### config.mk
export PLATFORM = sky130hd
export DESIGN_NAME = lcd_fill_engine_flat
export DESIGN_NICKNAME = d
export VERILOG_FILES = /design/src/rtl/lcd_fill_engine_pkg.sv /design/src/rtl/lcd_fill_engine_if.sv /design/src/rtl/lcd_fill_engine.sv /design/src/flat_wrapper.sv
export SDC_FILE = /design/constraint.sdc
export NUM_CORES = 1
export LEC_CHECK = 0
export ABC_CLOCK_PERIOD_IN_PS = 21900
export CORE_ASPECT_RATIO = 1.5
export CORE_MARGIN = 3
export CORE_UTILIZATION = 43
export CTS_CLUSTER_SIZE = 16
export DETAILED_ROUTE_END_ITERATION = 7
export GPL_ROUTABILITY_DRIVEN = 0
export PLACE_DENSITY = 0.68
export SLEW_MARGIN = 10
export SYNTH_ARGS = -nofsm -noshare
export SYNTH_HDL_FRONTEND = slang
export SYNTH_SLANG_ARGS = --single-unit
### constraint.sdc
create_clock -name clk -period 21.9 [get_ports clk]
set_input_delay 3.285 -clock clk [delete_from_list [all_inputs] [get_ports clk]]
set_output_delay 3.285 -clock clk [all_outputs]
set_load 0.02 [all_outputs]
### src/rtl/lcd_fill_engine_pkg.sv
// Shared LCD command bytes, fill-engine state encoding and the header byte selector
// used by the rectangle-fill byte streamer.
package lcd_fill_engine_pkg;

    localparam logic [7:0] CMD_SLPOUT = 8'h11;
    localparam logic [7:0] CMD_DISPON = 8'h29;
    localparam logic [7:0] CMD_COLMOD = 8'h3A;
    localparam logic [7:0] CMD_CASET  = 8'h2A;
    localparam logic [7:0] CMD_RASET  = 8'h2B;
    localparam logic [7:0] CMD_RAMWR  = 8'h2C;

    localparam logic [3:0] HDR_LAST = 4'd10;

    typedef enum logic [1:0] {
        IDLE  = 2'd0,
        CHECK = 2'd1,
        HDR   = 2'd2,
        PIX   = 2'd3
    } fill_state_e;

    // Returns {dc, data} for header position idx (CASET + 4 params, RASET + 4 params, RAMWR).
    function automatic logic [8:0] hdr_byte(input logic [3:0]  idx,
                                            input logic [15:0] xs,
                                            input logic [15:0] xe,
                                            input logic [15:0] ys,
                                            input logic [15:0] ye);
        logic [8:0] b;
        case (idx)
            4'd0:    b = {1'b0, CMD_CASET};
            4'd1:    b = {1'b1, xs[15:8]};
            4'd2:    b = {1'b1, xs[7:0]};
            4'd3:    b = {1'b1, xe[15:8]};
            4'd4:    b = {1'b1, xe[7:0]};
            4'd5:    b = {1'b0, CMD_RASET};
            4'd6:    b = {1'b1, ys[15:8]};
            4'd7:    b = {1'b1, ys[7:0]};
            4'd8:    b = {1'b1, ye[15:8]};
            4'd9:    b = {1'b1, ye[7:0]};
            4'd10:   b = {1'b0, CMD_RAMWR};
            default: b = {1'b0, 8'h00};
        endcase
        return b;
    endfunction

endpackage

### src/rtl/lcd_fill_engine_if.sv
// Request and byte-stream bundle of the LCD fill engine; master is the requester /
// byte consumer side, slave is the engine.
interface lcd_fill_engine_if #(
    parameter int COORD_W = 9
) ();
    logic               req_valid;
    logic               req_ready;
    logic [COORD_W-1:0] req_x0;
    logic [COORD_W-1:0] req_y0;
    logic [COORD_W-1:0] req_x1;
    logic [COORD_W-1:0] req_y1;
    logic [15:0]        req_color;
    logic               tx_valid;
    logic               tx_ready;
    logic [7:0]         tx_data;
    logic               tx_dc;
    logic               busy;
    logic               done;
    logic               err;

    modport master (
        output req_valid, req_x0, req_y0, req_x1, req_y1, req_color, tx_ready,
        input  req_ready, tx_valid, tx_data, tx_dc, busy, done, err
    );

    modport slave (
        input  req_valid, req_x0, req_y0, req_x1, req_y1, req_color, tx_ready,
        output req_ready, tx_valid, tx_data, tx_dc, busy, done, err
    );
endinterface

### src/rtl/lcd_fill_engine.sv
// Rectangle fill byte streamer: turns one (x0,y0,x1,y1,colour) request into
// CASET/RASET/RAMWR header bytes followed by 2N RGB565 pixel bytes.
module lcd_fill_engine
    import lcd_fill_engine_pkg::*;
#(
    parameter int WIDTH    = 240,
    parameter int HEIGHT   = 240,
    parameter int COORD_W  = 9,
    parameter int X_OFFSET = 0,
    parameter int Y_OFFSET = 0
) (
    input  logic             clk,
    input  logic             reset,
    lcd_fill_engine_if.slave bus
);

    localparam int PCNT_W = $clog2(WIDTH * HEIGHT + 1);
    localparam int AREA_W = 2 * COORD_W + 2;
    localparam logic [COORD_W:0]    WIDTH_C  = (COORD_W + 1)'(WIDTH);
    localparam logic [COORD_W:0]    HEIGHT_C = (COORD_W + 1)'(HEIGHT);
    localparam logic [15:0]         X_OFF_C  = 16'(X_OFFSET);
    localparam logic [15:0]         Y_OFF_C  = 16'(Y_OFFSET);
    localparam logic [PCNT_W-1:0]   ONE_PIX  = PCNT_W'(1);

    fill_state_e        state_r;
    logic [COORD_W-1:0] x0_r, y0_r, x1_r, y1_r;
    logic [15:0]        color_r;
    logic [PCNT_W-1:0]  n_r;
    logic [PCNT_W-1:0]  pix_rem_r;
    logic               phase_r;
    logic [3:0]         idx_r;
    logic               req_ready_r;
    logic               tx_valid_r;
    logic [7:0]         tx_data_r;
    logic               tx_dc_r;
    logic               busy_r;
    logic               done_r;
    logic               err_r;

    logic [COORD_W:0]   dx_s, dy_s;
    logic [AREA_W-1:0]  area_s;
    logic               legal_s;
    logic [15:0]        xs_s, xe_s, ys_s, ye_s;
    logic [8:0]         hdr_next_s;
    logic               tx_fire_s;

    // Legality, pixel count and offset coordinates derived from the latched request.
    always_comb begin
        dx_s       = {1'b0, x1_r} - {1'b0, x0_r} + {{COORD_W{1'b0}}, 1'b1};
        dy_s       = {1'b0, y1_r} - {1'b0, y0_r} + {{COORD_W{1'b0}}, 1'b1};
        area_s     = AREA_W'(dx_s) * AREA_W'(dy_s);
        legal_s    = (x0_r <= x1_r) && (y0_r <= y1_r) &&
                     ({1'b0, x1_r} < WIDTH_C) && ({1'b0, y1_r} < HEIGHT_C);
        xs_s       = 16'(x0_r) + X_OFF_C;
        xe_s       = 16'(x1_r) + X_OFF_C;
        ys_s       = 16'(y0_r) + Y_OFF_C;
        ye_s       = 16'(y1_r) + Y_OFF_C;
        hdr_next_s = hdr_byte(idx_r + 4'd1, xs_s, xe_s, ys_s, ye_s);
        tx_fire_s  = tx_valid_r & bus.tx_ready;
    end

    // Request/stream sequencer; every output is a register updated here.
    always_ff @(posedge clk or posedge reset) begin
        if (reset) begin
            state_r     <= IDLE;
            x0_r        <= '0;
            y0_r        <= '0;
            x1_r        <= '0;
            y1_r        <= '0;
            color_r     <= 16'h0000;
            n_r         <= '0;
            pix_rem_r   <= '0;
            phase_r     <= 1'b0;
            idx_r       <= 4'd0;
            req_ready_r <= 1'b0;
            tx_valid_r  <= 1'b0;
            tx_data_r   <= 8'h00;
            tx_dc_r     <= 1'b0;
            busy_r      <= 1'b0;
            done_r      <= 1'b0;
            err_r       <= 1'b0;
        end else begin
            done_r <= 1'b0;
            err_r  <= 1'b0;
            case (state_r)
                IDLE: begin
                    if (bus.req_valid && req_ready_r) begin
                        x0_r        <= bus.req_x0;
                        y0_r        <= bus.req_y0;
                        x1_r        <= bus.req_x1;
                        y1_r        <= bus.req_y1;
                        color_r     <= bus.req_color;
                        req_ready_r <= 1'b0;
                        busy_r      <= 1'b1;
                        state_r     <= CHECK;
                    end else begin
                        req_ready_r <= 1'b1;
                    end
                end
                CHECK: begin
                    if (legal_s) begin
                        n_r        <= area_s[PCNT_W-1:0];
                        idx_r      <= 4'd0;
                        tx_valid_r <= 1'b1;
                        tx_dc_r    <= 1'b0;
                        tx_data_r  <= CMD_CASET;
                        state_r    <= HDR;
                    end else begin
                        err_r   <= 1'b1;
                        busy_r  <= 1'b0;
                        state_r <= IDLE;
                    end
                end
                HDR: begin
                    if (tx_fire_s) begin
                        if (idx_r == HDR_LAST) begin
                            pix_rem_r <= n_r;
                            phase_r   <= 1'b0;
                            tx_dc_r   <= 1'b1;
                            tx_data_r <= color_r[15:8];
                            state_r   <= PIX;
                        end else begin
                            idx_r     <= idx_r + 4'd1;
                            tx_dc_r   <= hdr_next_s[8];
                            tx_data_r <= hdr_next_s[7:0];
                        end
                    end else begin
                        idx_r <= idx_r;
                    end
                end
                PIX: begin
                    if (tx_fire_s) begin
                        if (!phase_r) begin
                            phase_r   <= 1'b1;
                            tx_data_r <= color_r[7:0];
                        end else if (pix_rem_r == ONE_PIX) begin
                            tx_valid_r <= 1'b0;
                            busy_r     <= 1'b0;
                            done_r     <= 1'b1;
                            state_r    <= IDLE;
                        end else begin
                            pix_rem_r <= pix_rem_r - ONE_PIX;
                            phase_r   <= 1'b0;
                            tx_data_r <= color_r[15:8];
                        end
                    end else begin
                        phase_r <= phase_r;
                    end
                end
                default: begin
                    tx_valid_r <= 1'b0;
                    busy_r     <= 1'b0;
                    state_r    <= IDLE;
                end
            endcase
        end
    end

    assign bus.req_ready = req_ready_r;
    assign bus.tx_valid  = tx_valid_r;
    assign bus.tx_data   = tx_data_r;
    assign bus.tx_dc     = tx_dc_r;
    assign bus.busy      = busy_r;
    assign bus.done      = done_r;
    assign bus.err       = err_r;

endmodule

### src/flat_wrapper.sv
// flat-port wrapper written by rule: the top's interface ports become plain ports
module lcd_fill_engine_flat import lcd_fill_engine_pkg::*;
#(
    parameter int WIDTH    = 240,
    parameter int HEIGHT   = 240,
    parameter int COORD_W  = 9,
    parameter int X_OFFSET = 0,
    parameter int Y_OFFSET = 0
)
  (clk, reset, bus_req_valid, bus_req_x0, bus_req_y0, bus_req_x1, bus_req_y1, bus_req_color, bus_tx_ready, bus_req_ready, bus_tx_valid, bus_tx_data, bus_tx_dc, bus_busy, bus_done, bus_err);
  lcd_fill_engine_if #(.COORD_W(COORD_W)) bus_i ();
  input  logic clk;
  input  logic reset;
  input wire logic [$bits(bus_i.req_valid)-1:0] bus_req_valid;
  input wire logic [$bits(bus_i.req_x0)-1:0] bus_req_x0;
  input wire logic [$bits(bus_i.req_y0)-1:0] bus_req_y0;
  input wire logic [$bits(bus_i.req_x1)-1:0] bus_req_x1;
  input wire logic [$bits(bus_i.req_y1)-1:0] bus_req_y1;
  input wire logic [$bits(bus_i.req_color)-1:0] bus_req_color;
  input wire logic [$bits(bus_i.tx_ready)-1:0] bus_tx_ready;
  output wire logic [$bits(bus_i.req_ready)-1:0] bus_req_ready;
  output wire logic [$bits(bus_i.tx_valid)-1:0] bus_tx_valid;
  output wire logic [$bits(bus_i.tx_data)-1:0] bus_tx_data;
  output wire logic [$bits(bus_i.tx_dc)-1:0] bus_tx_dc;
  output wire logic [$bits(bus_i.busy)-1:0] bus_busy;
  output wire logic [$bits(bus_i.done)-1:0] bus_done;
  output wire logic [$bits(bus_i.err)-1:0] bus_err;
  assign bus_i.req_valid = bus_req_valid;
  assign bus_i.req_x0 = bus_req_x0;
  assign bus_i.req_y0 = bus_req_y0;
  assign bus_i.req_x1 = bus_req_x1;
  assign bus_i.req_y1 = bus_req_y1;
  assign bus_i.req_color = bus_req_color;
  assign bus_i.tx_ready = bus_tx_ready;
  assign bus_req_ready = bus_i.req_ready;
  assign bus_tx_valid = bus_i.tx_valid;
  assign bus_tx_data = bus_i.tx_data;
  assign bus_tx_dc = bus_i.tx_dc;
  assign bus_busy = bus_i.busy;
  assign bus_done = bus_i.done;
  assign bus_err = bus_i.err;
  lcd_fill_engine #(.WIDTH(WIDTH), .HEIGHT(HEIGHT), .COORD_W(COORD_W), .X_OFFSET(X_OFFSET), .Y_OFFSET(Y_OFFSET)) u_core (.clk(clk), .reset(reset), .bus(bus_i));
endmodule
==> results.py <==
metrics = {
    "outcome": {
        "status": "finished, final reports clean",
    },
    "setup_path": {
        "cp-end-kind": "register",
        "critPathBufInv": 6,
        "critical_path_arrival_ns": 7.94,
        "reg2reg_setup_slack_ns": 14.21,
        "critical_path.slowest_cell": "fa_1",
        "cp-start-kind": "register",
        "path_class": "reg2reg",
        "cp_top_family": "adder cells",
        "required_ns": 22.15,
        "max_stage_delay_ns": 0.54,
        "crit_fanout": 9,
    },
    "sta": {
        "hold_violations": 0,
        "rsz0062_at_grt": "no",
        "finalCriticalPeriod_ns": 7.69,
        "slew_violations": 0,
        "tightest_slew_ns": 0.954,
        "fin_crit_sh_pct": 35.1,
        "finalSetupViolations": 0,
        "fin_skew_ns": 0.0105,
        "slew_headroom_pct": 36.2,
        "setup_slack_ns": 14.21,
        "final.setup.tns_ns": 0,
        "timing.fmax_ghz": 0.130,
    },
    "drt": {
        "drtIter0Drc": 433,
        "dr_total_vias": 7346,
        "routedWlPerCell_um": 17.3,
        "first_pass_iters": 7,
        "wl_um": 22800,
        "drcViolationCount": 0,
        "via_per_inst": 5.58,
        "drtAntennaViolNets": 0,
    },
    "synthesis": {
        "synth_top_cell_by_area": "dfrtp_1",
        "synth_edf_count": 0,
        "syn_nets": 1202,
        "seq_area_frac_synth_pct": 27.6,
        "synth_area_um2": 9510,
        "postSynthCellCount": 987,
        "avgSynthCellArea_um2": 9.63,
        "synth_area_leaders": "dfrtp_1 28%, ha_1 13%, fa_1 13%, mux2_2 7.2%, inv_1 4.7%",
        "synthFlopType": "dfrtp_1",
        "yosys_warnings": 0,
        "synth_top_area_share_pct": 27.6,
        "ys_ff_latch": 105,
        "async_reset_ff_share_pct": 100,
        "ys_types": 76,
    },
    "finish": {
        "nFillCells": 2032,
        "n_antenna_cell": 0,
        "layout-drive-gt1-share_pct": 10.1,
        "nNetsFinal": 1255,
        "layout_commonest_cell": "inv_1",
        "final_cell_mix": "117 x inv_1, 105 x dfrtp_1, 98 x ha_1, 69 x clkdlybuf4s50_1, 65 x nand2_1",
        "syn2layout_area_growth_pct": 13.4,
    },
    "global_route": {
        "grt_max_degree": 66,
        "grt_use_total_pct": 19.7,
        "grt_first_pass_wirelength_um": 37900,
        "grt_pass1_vias": 7458,
        "grt-ovfl-total": 0,
        "antenna_found_initial": 0,
    },
    "job": {
        "max_cap_viol_count": 0,
    },
    "clocking": {
        "postCtsHoldBufs": 0,
        "cts_buffers": 9,
        "cts_tree": "yes",
        "clkSinkCount": 105,
        "cts_root_buf": "clkbuf_16",
        "cts_max_level": 3,
        "cts_max_path_buffers": 2,
        "clk_pin_slew_worst_paths_ns": 0.07,
        "cts_setup_buffers": 0,
        "clk_latency_ns": 0.37,
        "cts_resized": 0,
    },
    "die": {
        "die_width_um": 127,
        "rows": 66,
        "pin_count": 70,
        "initial_utilization_pct": 43.8,
        "dieHeight_um": 188,
        "dieArea_um2": 24000,
        "core_area_um2": 21700,
    },
    "min_path": {
        "hold_class": "reg2reg",
    },
    "placement": {
        "dp_hpwl_um": 18500,
        "port_buffers": 69,
        "dp_slack_ns": 14.22,
    },
}
kinds of logic (layout without fill, tap and decap cells):
logic type	Yosys count	count (layout)	share of synthesized area, %
adders and majority gates	159	159	25.7
AOI/OAI and AO/OA	216	216	15.8
DFF	105	105	27.6
and+or+nand+nor	251	251	13.1
muxes	65	65	7.70
xor gates and xnor gates	39	39	3.96
buffers and inverters	152	210	6.03
per-layer routing:
| layer | part of all wire [%] | vias to the layer above | track usage [%] | routed length [um] |
|---|---|---|---|---|
| met5 | 0 | - | 0 | 0 |
| met4 | 3.2 | 0 | 7.14 | 721 |
| met3 | 2.7 | 37 | 2.51 | 623 |
| met2 | 56 | 145 | 36.8 | 12700 |
| met1 | 39 | 3647 | 22.6 | 8820 |
| li1 | - | 3517 | - | - |
cell usage after synthesis, types with 6 or more instances:
master    number
nor3b_1        8
o22ai_1       16
ha_1          98
a22oi_1        9
xnor2_1       23
fa_1          61
nor2_1        61
and2_1        13
a211oi_1       6
clkbuf_1      27
nand2b_1      24
o21a_1         8
mux2_2        61
a222oi_1       6
nand4_1        6
a21o_1        13
nand3_1       23
a21oi_1       51
inv_1        118
nor3_1         6
nand2_1       65
xor2_1        13
o21ai_0       40
nor2b_1       14
dfrtp_1      105
nor4_1         6
area by class of cell:
cell class,count,area [um2],area share (%)
clock inverter,6,83.8,0.778
timing repair buffer,74,728,6.75
inverter,120,453,4.20
sequential,105,2630,24.4
clock buffer,10,229,2.12
tap,272,340,3.16
multi-input combinational,730,6320,58.6
registers in the layout (all words and copies together), names as in the netlist, named ones only:
| signal | cells |
|---|---|
| u_core.x1_r | 9 |
| u_core.y0_r | 9 |
| u_core.bus.tx_dc | 1 |
| u_core.x0_r | 9 |
| u_core.bus.tx_data | 8 |
| u_core.pix_rem_r | 16 |
| u_core.bus.req_ready | 1 |
| u_core.y1_r | 9 |
| u_core.bus.tx_valid | 1 |
| u_core.bus.done | 1 |
| u_core.idx_r | 4 |
| u_core.color_r | 16 |
| u_core.bus.busy | 1 |
| u_core.bus.err | 1 |
| u_core.n_r | 16 |
| u_core.phase_r | 1 |
| u_core.state_r | 1 |
through the flow:
| stage | instance area (um2) | std cells | hold slack, ns | utilization (%) |
|---|---|---|---|---|
| 6_report | 10800 | 1317 | 0.490 | 49.6 |
| 5_1_grt | 10800 | 1317 | 0.527 | 49.6 |
| 4_1_cts | 10800 | 1317 | 0.496 | 49.6 |
| 3_5_place_dp | 10500 | 1301 | 0.478 | 48.2 |
| 3_3_place_gp | 10500 | 1301 | 0.469 | 48.2 |
| 2_1_floorplan | 9510 | 987 | 0.450 | - |
worst paths after layout:
path | start | endpoint | cells after the start
min in group asynchronous | reset | u_core.bus.err | 2
max in group asynchronous | reset | u_core.y0_r[6] | 3
worst max-delay path | u_core.y1_r[1] | u_core.n_r[15] | 28
worst min register to register | u_core.n_r[13] | u_core.n_r[13] | 2
worst max register to register | u_core.y1_r[1] | u_core.n_r[15] | 28
worst min-delay path | u_core.n_r[13] | u_core.n_r[13] | 2
worst min-delay path, delay by kind of cell (launching register included):
family / cells / cell delay [ns]
flip-flops: 1 / 0.35
AND/OR/NAND/NOR: 1 / 0.05
AO/OA/AOI/OAI: 1 / 0.06
Power is not shown: default switching activity piles up to over one toggle a cycle in this logic, so the estimate is an artifact.
